--- config.mk ---
export PLATFORM = sky130hd
export DESIGN_NAME = uart_verici_param_flat
export DESIGN_NICKNAME = d
export VERILOG_FILES = /design/src/rtl/uart_verici_param_if.sv /design/src/rtl/uart_verici_param.sv /design/src/flat_wrapper.sv
export SDC_FILE = /design/constraint.sdc
export NUM_CORES = 1
export LEC_CHECK = 0
export ABC_AREA = 1
export BUFFER_PORTS_ARGS = -buffer_cell sky130_fd_sc_hd__buf_2
export CAP_MARGIN = 20
export CORE_UTILIZATION = 55
export CTS_BUF_LIST = sky130_fd_sc_hd__clkbuf_8
export CTS_CLUSTER_DIAMETER = 150
export CTS_CLUSTER_SIZE = 24
export DETAILED_ROUTE_END_ITERATION = 16
export PLACE_DENSITY_LB_ADDON = 0.08
export RECOVER_POWER = 25
export SLEW_MARGIN = 20
export SYNTH_ARGS = -nofsm -noshare
export SYNTH_HDL_FRONTEND = slang
export SYNTH_SLANG_ARGS = --single-unit
--- constraint.sdc ---
create_clock -name clk_i -period 3.2 [get_ports clk_i]
set_input_delay 0.32 -clock clk_i [delete_from_list [all_inputs] [get_ports clk_i]]
set_output_delay 0.32 -clock clk_i [all_outputs]
set_load 0.01 [all_outputs]
--- src/rtl/uart_verici_param_if.sv ---
// Byte handshake into the UART transmitter FIFO.
// Latency: none, wires only.
// Backpressure: veri_hazir low means the FIFO is full and the word is held.
interface uart_verici_param_if;
    logic [7:0] veri;
    logic       veri_gecerli;
    logic       veri_hazir;

    modport master (output veri, output veri_gecerli, input veri_hazir);
    modport slave  (input veri, input veri_gecerli, output veri_hazir);
endinterface

--- src/rtl/uart_verici_param.sv ---
// FIFO-buffered UART transmitter with runtime data length, parity and stop bits.
// Latency: word accepted at edge E0 into an idle, empty block drives the start bit from E1.
// Backpressure: veri_hazir drops while the FIFO is full; pushes are refused even on a same-cycle pop.
module uart_verici_param #(
    parameter int FIFO_DERINLIK = 8,
    parameter int BAUD_GENISLIK = 16
) (
    input  logic                             clk_i,
    input  logic                             rstn_i,
    uart_verici_param_if.slave               giris,
    input  logic [BAUD_GENISLIK-1:0]         baud_div_i,
    input  logic [1:0]                       veri_bit_i,
    input  logic [1:0]                       parite_i,
    input  logic                             dur_bit_i,
    output logic                             tx_o,
    output logic                             mesgul_o,
    output logic                             fifo_dolu_o,
    output logic                             fifo_bos_o,
    output logic [$clog2(FIFO_DERINLIK):0]   fifo_sayac_o
);
    localparam int AW = $clog2(FIFO_DERINLIK);

    typedef enum logic [2:0] {BOSTA, BASLA, VERI, PARITE, DUR} durum_t;

    logic [7:0]               mem [FIFO_DERINLIK];
    logic [AW-1:0]            yaz_ptr, oku_ptr;
    logic [AW:0]              sayac_q;
    logic                     yaz, oku;

    durum_t                   durum_q, durum_d;
    logic [7:0]               kaydirici;
    logic [BAUD_GENISLIK-1:0] baud_sayac, cfg_son, baud_son_d;
    logic [1:0]               cfg_bit, cfg_par;
    logic                     cfg_dur;
    logic [2:0]               bit_idx;
    logic                     dur_idx;
    logic                     parite_q;
    logic                     tx_q, mesgul_q;
    logic                     bit_son, son_veri, son_dur, parite_var;

    // Full/empty decode straight from the occupancy register.
    assign fifo_dolu_o  = (sayac_q == (AW+1)'(FIFO_DERINLIK));
    assign fifo_bos_o   = (sayac_q == '0);
    assign fifo_sayac_o = sayac_q;
    assign giris.veri_hazir = !fifo_dolu_o;
    assign tx_o         = tx_q;
    assign mesgul_o     = mesgul_q;

    assign yaz = giris.veri_gecerli && !fifo_dolu_o;

    always_ff @(posedge clk_i) begin
        if (yaz) mem[yaz_ptr] <= giris.veri;
    end

    always_ff @(posedge clk_i or negedge rstn_i) begin
        if (!rstn_i) begin
            yaz_ptr <= '0;
            oku_ptr <= '0;
            sayac_q <= '0;
        end else begin
            if (yaz) yaz_ptr <= yaz_ptr + 1'b1;
            if (oku) oku_ptr <= oku_ptr + 1'b1;
            case ({yaz, oku})
                2'b10:   sayac_q <= sayac_q + 1'b1;
                2'b01:   sayac_q <= sayac_q - 1'b1;
                default: sayac_q <= sayac_q;
            endcase
        end
    end

    // A divider of 0 behaves as 1, so the terminal count is clamped at 0.
    assign baud_son_d = (baud_div_i == '0) ? '0 : baud_div_i - 1'b1;
    assign bit_son    = (baud_sayac == cfg_son);
    assign son_veri   = (bit_idx == 3'd4 + {1'b0, cfg_bit});
    assign son_dur    = (dur_idx == cfg_dur);
    assign parite_var = (cfg_par == 2'd1) || (cfg_par == 2'd2);

    always_ff @(posedge clk_i or negedge rstn_i) begin
        if (!rstn_i) durum_q <= BOSTA;
        else         durum_q <= durum_d;
    end

    always_comb begin
        durum_d = durum_q;
        oku     = 1'b0;
        case (durum_q)
            BOSTA: begin
                if (!fifo_bos_o) begin
                    oku     = 1'b1;
                    durum_d = BASLA;
                end
            end
            BASLA:  if (bit_son) durum_d = VERI;
            VERI:   if (bit_son && son_veri) durum_d = parite_var ? PARITE : DUR;
            PARITE: if (bit_son) durum_d = DUR;
            DUR: begin
                if (bit_son && son_dur) begin
                    if (!fifo_bos_o) begin
                        oku     = 1'b1;
                        durum_d = BASLA;
                    end else begin
                        durum_d = BOSTA;
                    end
                end
            end
            default: durum_d = BOSTA;
        endcase
    end

    always_ff @(posedge clk_i or negedge rstn_i) begin
        if (!rstn_i) begin
            kaydirici  <= '0;
            baud_sayac <= '0;
            cfg_son    <= '0;
            cfg_bit    <= '0;
            cfg_par    <= '0;
            cfg_dur    <= 1'b0;
            bit_idx    <= '0;
            dur_idx    <= 1'b0;
            parite_q   <= 1'b0;
            tx_q       <= 1'b1;
            mesgul_q   <= 1'b0;
        end else if (oku) begin
            kaydirici  <= mem[oku_ptr];
            cfg_son    <= baud_son_d;
            cfg_bit    <= veri_bit_i;
            cfg_par    <= parite_i;
            cfg_dur    <= dur_bit_i;
            baud_sayac <= '0;
            bit_idx    <= '0;
            dur_idx    <= 1'b0;
            parite_q   <= 1'b0;
            tx_q       <= 1'b0;
            mesgul_q   <= 1'b1;
        end else if (durum_q != BOSTA) begin
            if (bit_son) begin
                baud_sayac <= '0;
                case (durum_q)
                    BASLA: begin
                        tx_q      <= kaydirici[0];
                        parite_q  <= parite_q ^ kaydirici[0];
                        kaydirici <= kaydirici >> 1;
                    end
                    VERI: begin
                        if (son_veri) begin
                            // parite_q already covers all N data bits here; odd mode inverts it.
                            tx_q <= parite_var ? (parite_q ^ cfg_par[1]) : 1'b1;
                        end else begin
                            tx_q      <= kaydirici[0];
                            parite_q  <= parite_q ^ kaydirici[0];
                            kaydirici <= kaydirici >> 1;
                            bit_idx   <= bit_idx + 1'b1;
                        end
                    end
                    PARITE: tx_q <= 1'b1;
                    DUR: begin
                        tx_q <= 1'b1;
                        if (son_dur) mesgul_q <= 1'b0;
                        else         dur_idx  <= 1'b1;
                    end
                    default: ;
                endcase
            end else begin
                baud_sayac <= baud_sayac + 1'b1;
            end
        end
    end
endmodule
--- src/flat_wrapper.sv ---
// flat-port wrapper written by rule: the top's interface ports become plain ports
module uart_verici_param_flat 
#(
    parameter int FIFO_DERINLIK = 8,
    parameter int BAUD_GENISLIK = 16
)
  (clk_i, rstn_i, baud_div_i, veri_bit_i, parite_i, dur_bit_i, tx_o, mesgul_o, fifo_dolu_o, fifo_bos_o, fifo_sayac_o, giris_veri, giris_veri_gecerli, giris_veri_hazir);
  uart_verici_param_if giris_i ();
  input  logic clk_i;
  input  logic rstn_i;
  input  logic [BAUD_GENISLIK-1:0] baud_div_i;
  input  logic [1:0] veri_bit_i;
  input  logic [1:0] parite_i;
  input  logic dur_bit_i;
  output logic tx_o;
  output logic mesgul_o;
  output logic fifo_dolu_o;
  output logic fifo_bos_o;
  output logic [$clog2(FIFO_DERINLIK):0] fifo_sayac_o;
  input wire logic [$bits(giris_i.veri)-1:0] giris_veri;
  input wire logic [$bits(giris_i.veri_gecerli)-1:0] giris_veri_gecerli;
  output wire logic [$bits(giris_i.veri_hazir)-1:0] giris_veri_hazir;
  assign giris_i.veri = giris_veri;
  assign giris_i.veri_gecerli = giris_veri_gecerli;
  assign giris_veri_hazir = giris_i.veri_hazir;
  uart_verici_param #(.FIFO_DERINLIK(FIFO_DERINLIK), .BAUD_GENISLIK(BAUD_GENISLIK)) u_core (.clk_i(clk_i), .rstn_i(rstn_i), .giris(giris_i), .baud_div_i(baud_div_i), .veri_bit_i(veri_bit_i), .parite_i(parite_i), .dur_bit_i(dur_bit_i), .tx_o(tx_o), .mesgul_o(mesgul_o), .fifo_dolu_o(fifo_dolu_o), .fifo_bos_o(fifo_bos_o), .fifo_sayac_o(fifo_sayac_o));
endmodule
======== Word-level counts from Yosys, hierarchy flattened ========
Memory sizes are Yosys's and may differ from the RTL's.
Cells that the tools add are included.
W data, S select, Z words.
storage, ports and cells
  bits in registers ....................... 65
  RAM bits ................................ 64
  input bits .............................. 32
  output and inout bits ................... 9
  logic and storage cells ................. 119
  memories kept ........................... 1
memories
  memory      depth  width  read ports  clocked after memory_dff  write ports  line                     source
  u_core.mem  8      8      1           0                         1            uart_verici_param.sv:25  logic [7:0] mem [FIFO_DERINLIK];
cells by class
  add/subtract/negate cells ............... 8
  equality and inequality tests ........... 20
  multiplexer cells ....................... 49
  bitwise gates (word level) .............. 2
  reductions and logical operators ........ 24
operator list
  kind                     count
  $mux W16                 4
  $mux W3                  11
  $mux W8                  4
  $mux W1                  24
  $add A16 B1 Y16 const B  1
  $eq A16 B16 Y1           1
  $logic_not A16 Y1        1
  $pmux W8 S2              1
  $reduce_and A4 Y1        4
  $sub A16 B1 Y16 const B  1
  $pmux W3 S5              1
  $ne A2 B1 Y1 const B     6
  $reduce_bool A2 Y1       6
  $add A3 B1 Y3 const B    3
  $pmux W4 S2              1
  $eq A3 B2 Y1 const B     2
  $reduce_bool A3 Y1       2
  $reduce_and A5 Y1        1
  $add A4 B1 Y4 const B    1
  $eq A2 B1 Y1 const B     2
  $eq A2 B2 Y1 const B     2
  $eq A4 B4 Y1 const B     1
  $logic_not A4 Y1         1
  $pmux W1 S2              2
  17 further kinds         20

======== Depth between registers and ports, before layout ========
  depth after elaboration ................. 8
  mapped depth ............................ 18
  gate-level depth less buffers ........... 17

======== Worst setup path before layout ========
OpenSTA, ideal clock, no wires.
  path kind ............................... reg2reg
  start point ............................. register u_core.baud_sayac[9]
  end point ............................... register u_core.sayac_q[2], in the netlist u_core.fifo_sayac_o[2]
  setup time .............................. 119 ps
  data arrival time ....................... 2247 ps
  required time ........................... 3081 ps
  slack ................................... 835 ps
  cell stages (with the launch flop) ...... 18
  path buffers ............................ 1
  clock period less this slack ............ 2365 ps
  cells stage by stage .................... dfrtp_1 > nand2_1 > nand2_1 > nor2_1 > nand2_1 > nor2_2 > nand3_2 > nand2_4 > nand2_4 > inv_2 > buf_4 > ha_1 > xor2_1 > ha_1 > a21oi_1 > a21oi_1 > o21ai_0 > o21a_1
between the ends
  cells in the longest elaborated chain, start to end .. 6
  elaborated cells between the ends (all ways) .. 8
  those cells by class .................... eq/ne: 3; mux: 3; reduce/logical: 2
ends and longest elaborated chain
  item                                                      line                      source
  start: declaration                                        uart_verici_param.sv:32   logic [BAUD_GENISLIK-1:0] baud_sayac, cfg_son, baud_son_d;
  start signal: assignment                                  uart_verici_param.sv:164  baud_sayac <= baud_sayac + 1'b1;
  $eq A16 B16 Y1 *                                          uart_verici_param.sv:73   assign bit_son = (baud_sayac == cfg_son);
  $logic_and A1 B1 Y1 *                                     uart_verici_param.sv:97   if (bit_son && son_dur) begin
  $mux W1 *                                                 uart_verici_param.sv:97
  $pmux W1 S2 *                                             uart_verici_param.sv:86   case (durum_q)
  via u_core.oku                                            uart_verici_param.sv:28   logic yaz, oku;
  $eq A2 B1 Y1 / $eq A2 B2 Y1 (equally long branches)       uart_verici_param.sv:63   case ({yaz, oku})
  $pmux W4 S2 / $reduce_bool A2 Y1 (equally long branches)  -
  end signal: assignment                                    uart_verici_param.sv:64   2'b10: sayac_q <= sayac_q + 1'b1;
  end signal: assignment                                    uart_verici_param.sv:65   2'b01: sayac_q <= sayac_q - 1'b1;
  end signal: assignment                                    uart_verici_param.sv:66   default: sayac_q <= sayac_q;
  end: declaration                                          uart_verici_param.sv:27   logic [AW:0] sayac_q;
The timed path passes the listed nets; every way through them passes the cells marked *.
A chain may end at the register's enable or synchronous reset.

======== Worst setup path in the final report ========
  start point ............................. register u_core.baud_sayac[7]
  end point ............................... register u_core.sayac_q[2], in the netlist u_core.fifo_sayac_o[2]
between the ends
  cells in the longest elaborated chain, start to end .. 6
  elaborated cells between the ends (all ways) .. 8
  those cells by class .................... eq/ne: 3; mux: 3; reduce/logical: 2
ends and longest elaborated chain
  item                                                      line
  $eq A16 B16 Y1 *                                          uart_verici_param.sv:73
  $logic_and A1 B1 Y1 *                                     uart_verici_param.sv:97
  $mux W1 *                                                 uart_verici_param.sv:97
  $pmux W1 S2 *                                             uart_verici_param.sv:86
  $eq A2 B1 Y1 / $eq A2 B2 Y1 (equally long branches)       uart_verici_param.sv:63
  $pmux W4 S2 / $reduce_bool A2 Y1 (equally long branches)  -
Every way passes the cells marked *; elsewhere a longest branch is shown, timed or not.

==> results.cfg <==
[outcome]
status = complete, no violations

[logic_synthesis]
synth_cells = 734
synth_mux_area_share_pct = 0
synth.top_cell.area_share_pct = 30.06
yosysWarningCount = 0
synth_top_family_by_area = simple AND/OR/NAND/NOR gates
synth-edff-count = 64
synth_area_um2 = 6394
yosysTopAreaCell = edfxtp_1
synthXorXnorAreaFrac_pct = 3.973
synthAdderAreaFrac_pct = 1.566
async_reset_ff_share_pct = 50.39
synth_area_leaders = edfxtp_1, dfrtp_1, nand2_1, inv_1, nand3_1
syn-num-nets = 774
ys_seq_area_share_pct = 55.52
ys_ff_latch = 129
synthFlopType = edfxtp_1
synth_compound_area_share_pct = 8.356
ys_types = 39
syn_avg_cell_area_um2 = 8.711
synth_simple_gate_area_share_pct = 24.13

[clock_tree]
cts-resized-gates = 0
post-cts-setup-buffer-count = 0
worstSkewPairLatency_ps = 450
hold_buffers = 0
cts.sink_count = 129
clk_path_buf_depth = 2
path_clk_slew_ps = 80
cts-root-buf = clkbuf_8
tritoncts = yes
cts_max_level = 4
numCtsBuffers = 17

[sta]
worst_pin_slew_ps = 1168
timing.fmax_mhz = 366.4
period_minus_slack_ps = 2729
slew-limit-headroom_pct = 22.15
grt_setup_unrepaired = no
setup_viol = 0
final.setup_skew_ps = 10.24
finalHoldViolCount = 0
setup_tns_ps = 0
period_share_pct = 85.29
slew_viol_final = 0

[finish]
fin_nets = 826
antenna_cells = 0
layout_common_cells = nand2_1, inv_1, dfrtp_1, edfxtp_1, nor2_1
layout-drive-gt1-share_pct = 11.76
area_growth_pct = 12.17
fillers = 997
utilization_pct = 63.08
final_common_cell = nand2_1

[critical_path]
start_kind = register
critPathArrivalTime_ps = 3070
cp_max_fo = 18
rrSetupSlack_ps = 470
crit_type = reg -> reg
end_kind = register
required_ps = 3540

[run]
drv_cap = 0

[grt]
grt_pass1_vias = 4748
grt_pass1_wl_um = 22280
grt_usage_pct = 24.98
antenna_found_initial = 0
grt_max_degree = 46
grt-ovfl-total = 0

[floorplanning]
coreArea_um2 = 11370
start_util_pct = 56.23
die_w_um = 109.8
die_h_um = 109.8
io_pins = 41
rows = 39
die_area_um2 = 12060

[detailed_routing]
drc = 0
ant_nets = 0
via_per_inst = 5.279
vias = 4973
drt_iter0_drc = 270
wl_per_cell_um = 14.39
finalWirelength_um = 13550
drtPass1Iterations = 5

[hold_path]
hold_path.class = in -> reg

[pwr]
ir_worst_vdd_mv = 0.7475
p_leak_nw = 3.299
powerDensity_nw_per_um2 = 899.1

[place]
place_congestion = 0.8680
port_buffers = 40
detailed_place_hpwl_um = 9324
==> synth_stat cells, types with 3 or more instances <==
| cell type | number |
|---|---|
| buf_2 | 3 |
| xnor2_1 | 6 |
| a22o_1 | 7 |
| ha_1 | 8 |
| nand4_1 | 9 |
| nor2_2 | 4 |
| o21ai_0 | 17 |
| nand2_1 | 233 |
| nand3_1 | 45 |
| inv_1 | 76 |
| inv_2 | 8 |
| nand2_2 | 3 |
| o21ai_1 | 9 |
| nor2_1 | 58 |
| clkbuf_1 | 11 |
| edfxtp_1 | 64 |
| nor3_1 | 13 |
| dfrtp_1 | 64 |
| xor2_1 | 23 |
| o31ai_1 | 3 |
| o211ai_1 | 3 |
| a21oi_1 | 43 |
==> state kept, by name, indices dropped and copies added (netlist names) <==
signal,cells
u_core.cfg_bit,2
u_core.kaydirici,8
u_core.tx_o,1
u_core.fifo_sayac_o,4
u_core.mem,64
u_core.cfg_par,2
u_core.mesgul_o,1
u_core.dur_idx,1
u_core.durum_q,3
u_core.parite_q,1
u_core.cfg_son,16
u_core.bit_idx,3
u_core.yaz_ptr,3
u_core.cfg_dur,1
u_core.baud_sayac,16
u_core.oku_ptr,3
==> critical path: stages (launching register included) <==
cell and delay, ps:
dfrtp_1 440, inv_2 70, nand2_1 60, nand2_1 50
nor2_1 140, nand2_1 90, nor2_2 130, nand3_2 110
nand2_4 130, nand2_4 60, inv_2 280, ha_1 320
xor2_1 210, ha_1 170, a21oi_1 40, a21oi_1 130
o21ai_0 90, o21a_1 110
==> cell families (layout without fill, tap and decap cells) <==
logic type,after synthesis,in the layout
simple gates,372,372
flops,129,129
buf+inv,103,168
compound gates,93,93
xor+xnor,29,29
fa+ha+maj,8,8
==> final timing paths <==
| path | from | cells past startpoint | to |
|---|---|---|---|
| max | u_core.baud_sayac[7] | 17 | u_core.fifo_sayac_o[2] |
| max in group asynchronous | rstn_i | 3 | u_core.yaz_ptr[2] |
| min reg2reg | u_core.kaydirici[7] | 2 | u_core.kaydirici[7] |
| max reg2reg | u_core.baud_sayac[7] | 17 | u_core.fifo_sayac_o[2] |
| min | dur_bit_i | 3 | u_core.cfg_dur |
| min in group asynchronous | rstn_i | 2 | u_core.cfg_son[6] |
==> through the flow <==
step           total power, W  setup slack (ps)  instance area [µm²]  hold slack, ps  instances
5_1_grt              0.006967             189.5                 7172           58.28        942
2_1_floorplan        0.004383             834.6                 6394           24.41        734
3_5_place_dp         0.005047             499.6                 6758           462.3        909
4_1_cts              0.006491             460.4                 7172           54.93        941
6_report             0.006448             470.8                 7172           74.04        942
3_3_place_gp         0.004965             543.1                 6758           448.8        909
==> metal layers <==
| metal | vias to the layer above | track usage, % | routed length [µm] |
|---|---|---|---|
| met1 | 2368 | 30.31 | 5979 |
| met2 | 83 | 42.72 | 6895 |
| met3 | 16 | 6.817 | 498 |
| met5 | - | 0 | 0 |
| met4 | 0 | 8.667 | 177 |
| li1 | 2506 | - | - |
==> cell type report <==
class | instances | area [µm²] | share of cell area (%)
Tap cell | 143 | 178.9 | 2.495
Clock buffer | 18 | 247.7 | 3.454
Multi-Input combinational cell | 502 | 2431 | 33.90
Sequential cell | 129 | 3550 | 49.49
Clock inverter | 14 | 166.4 | 2.320
Inverter | 84 | 315.3 | 4.396
Timing Repair Buffer | 52 | 282.8 | 3.943
==> power breakdown <==
| part | leakage [nW] | total, W | internal (W) | switching, W |
|---|---|---|---|---|
| clock | 0.202 | 0.00144 | 0.000788 | 0.000653 |
| combinational | 1.69 | 0.00252 | 0.000864 | 0.00165 |
| sequential | 1.40 | 0.00249 | 0.00218 | 0.000310 |
| total | 3.30 | 0.00645 | 0.00383 | 0.00261 |
(Power assumes the default switching activity.)
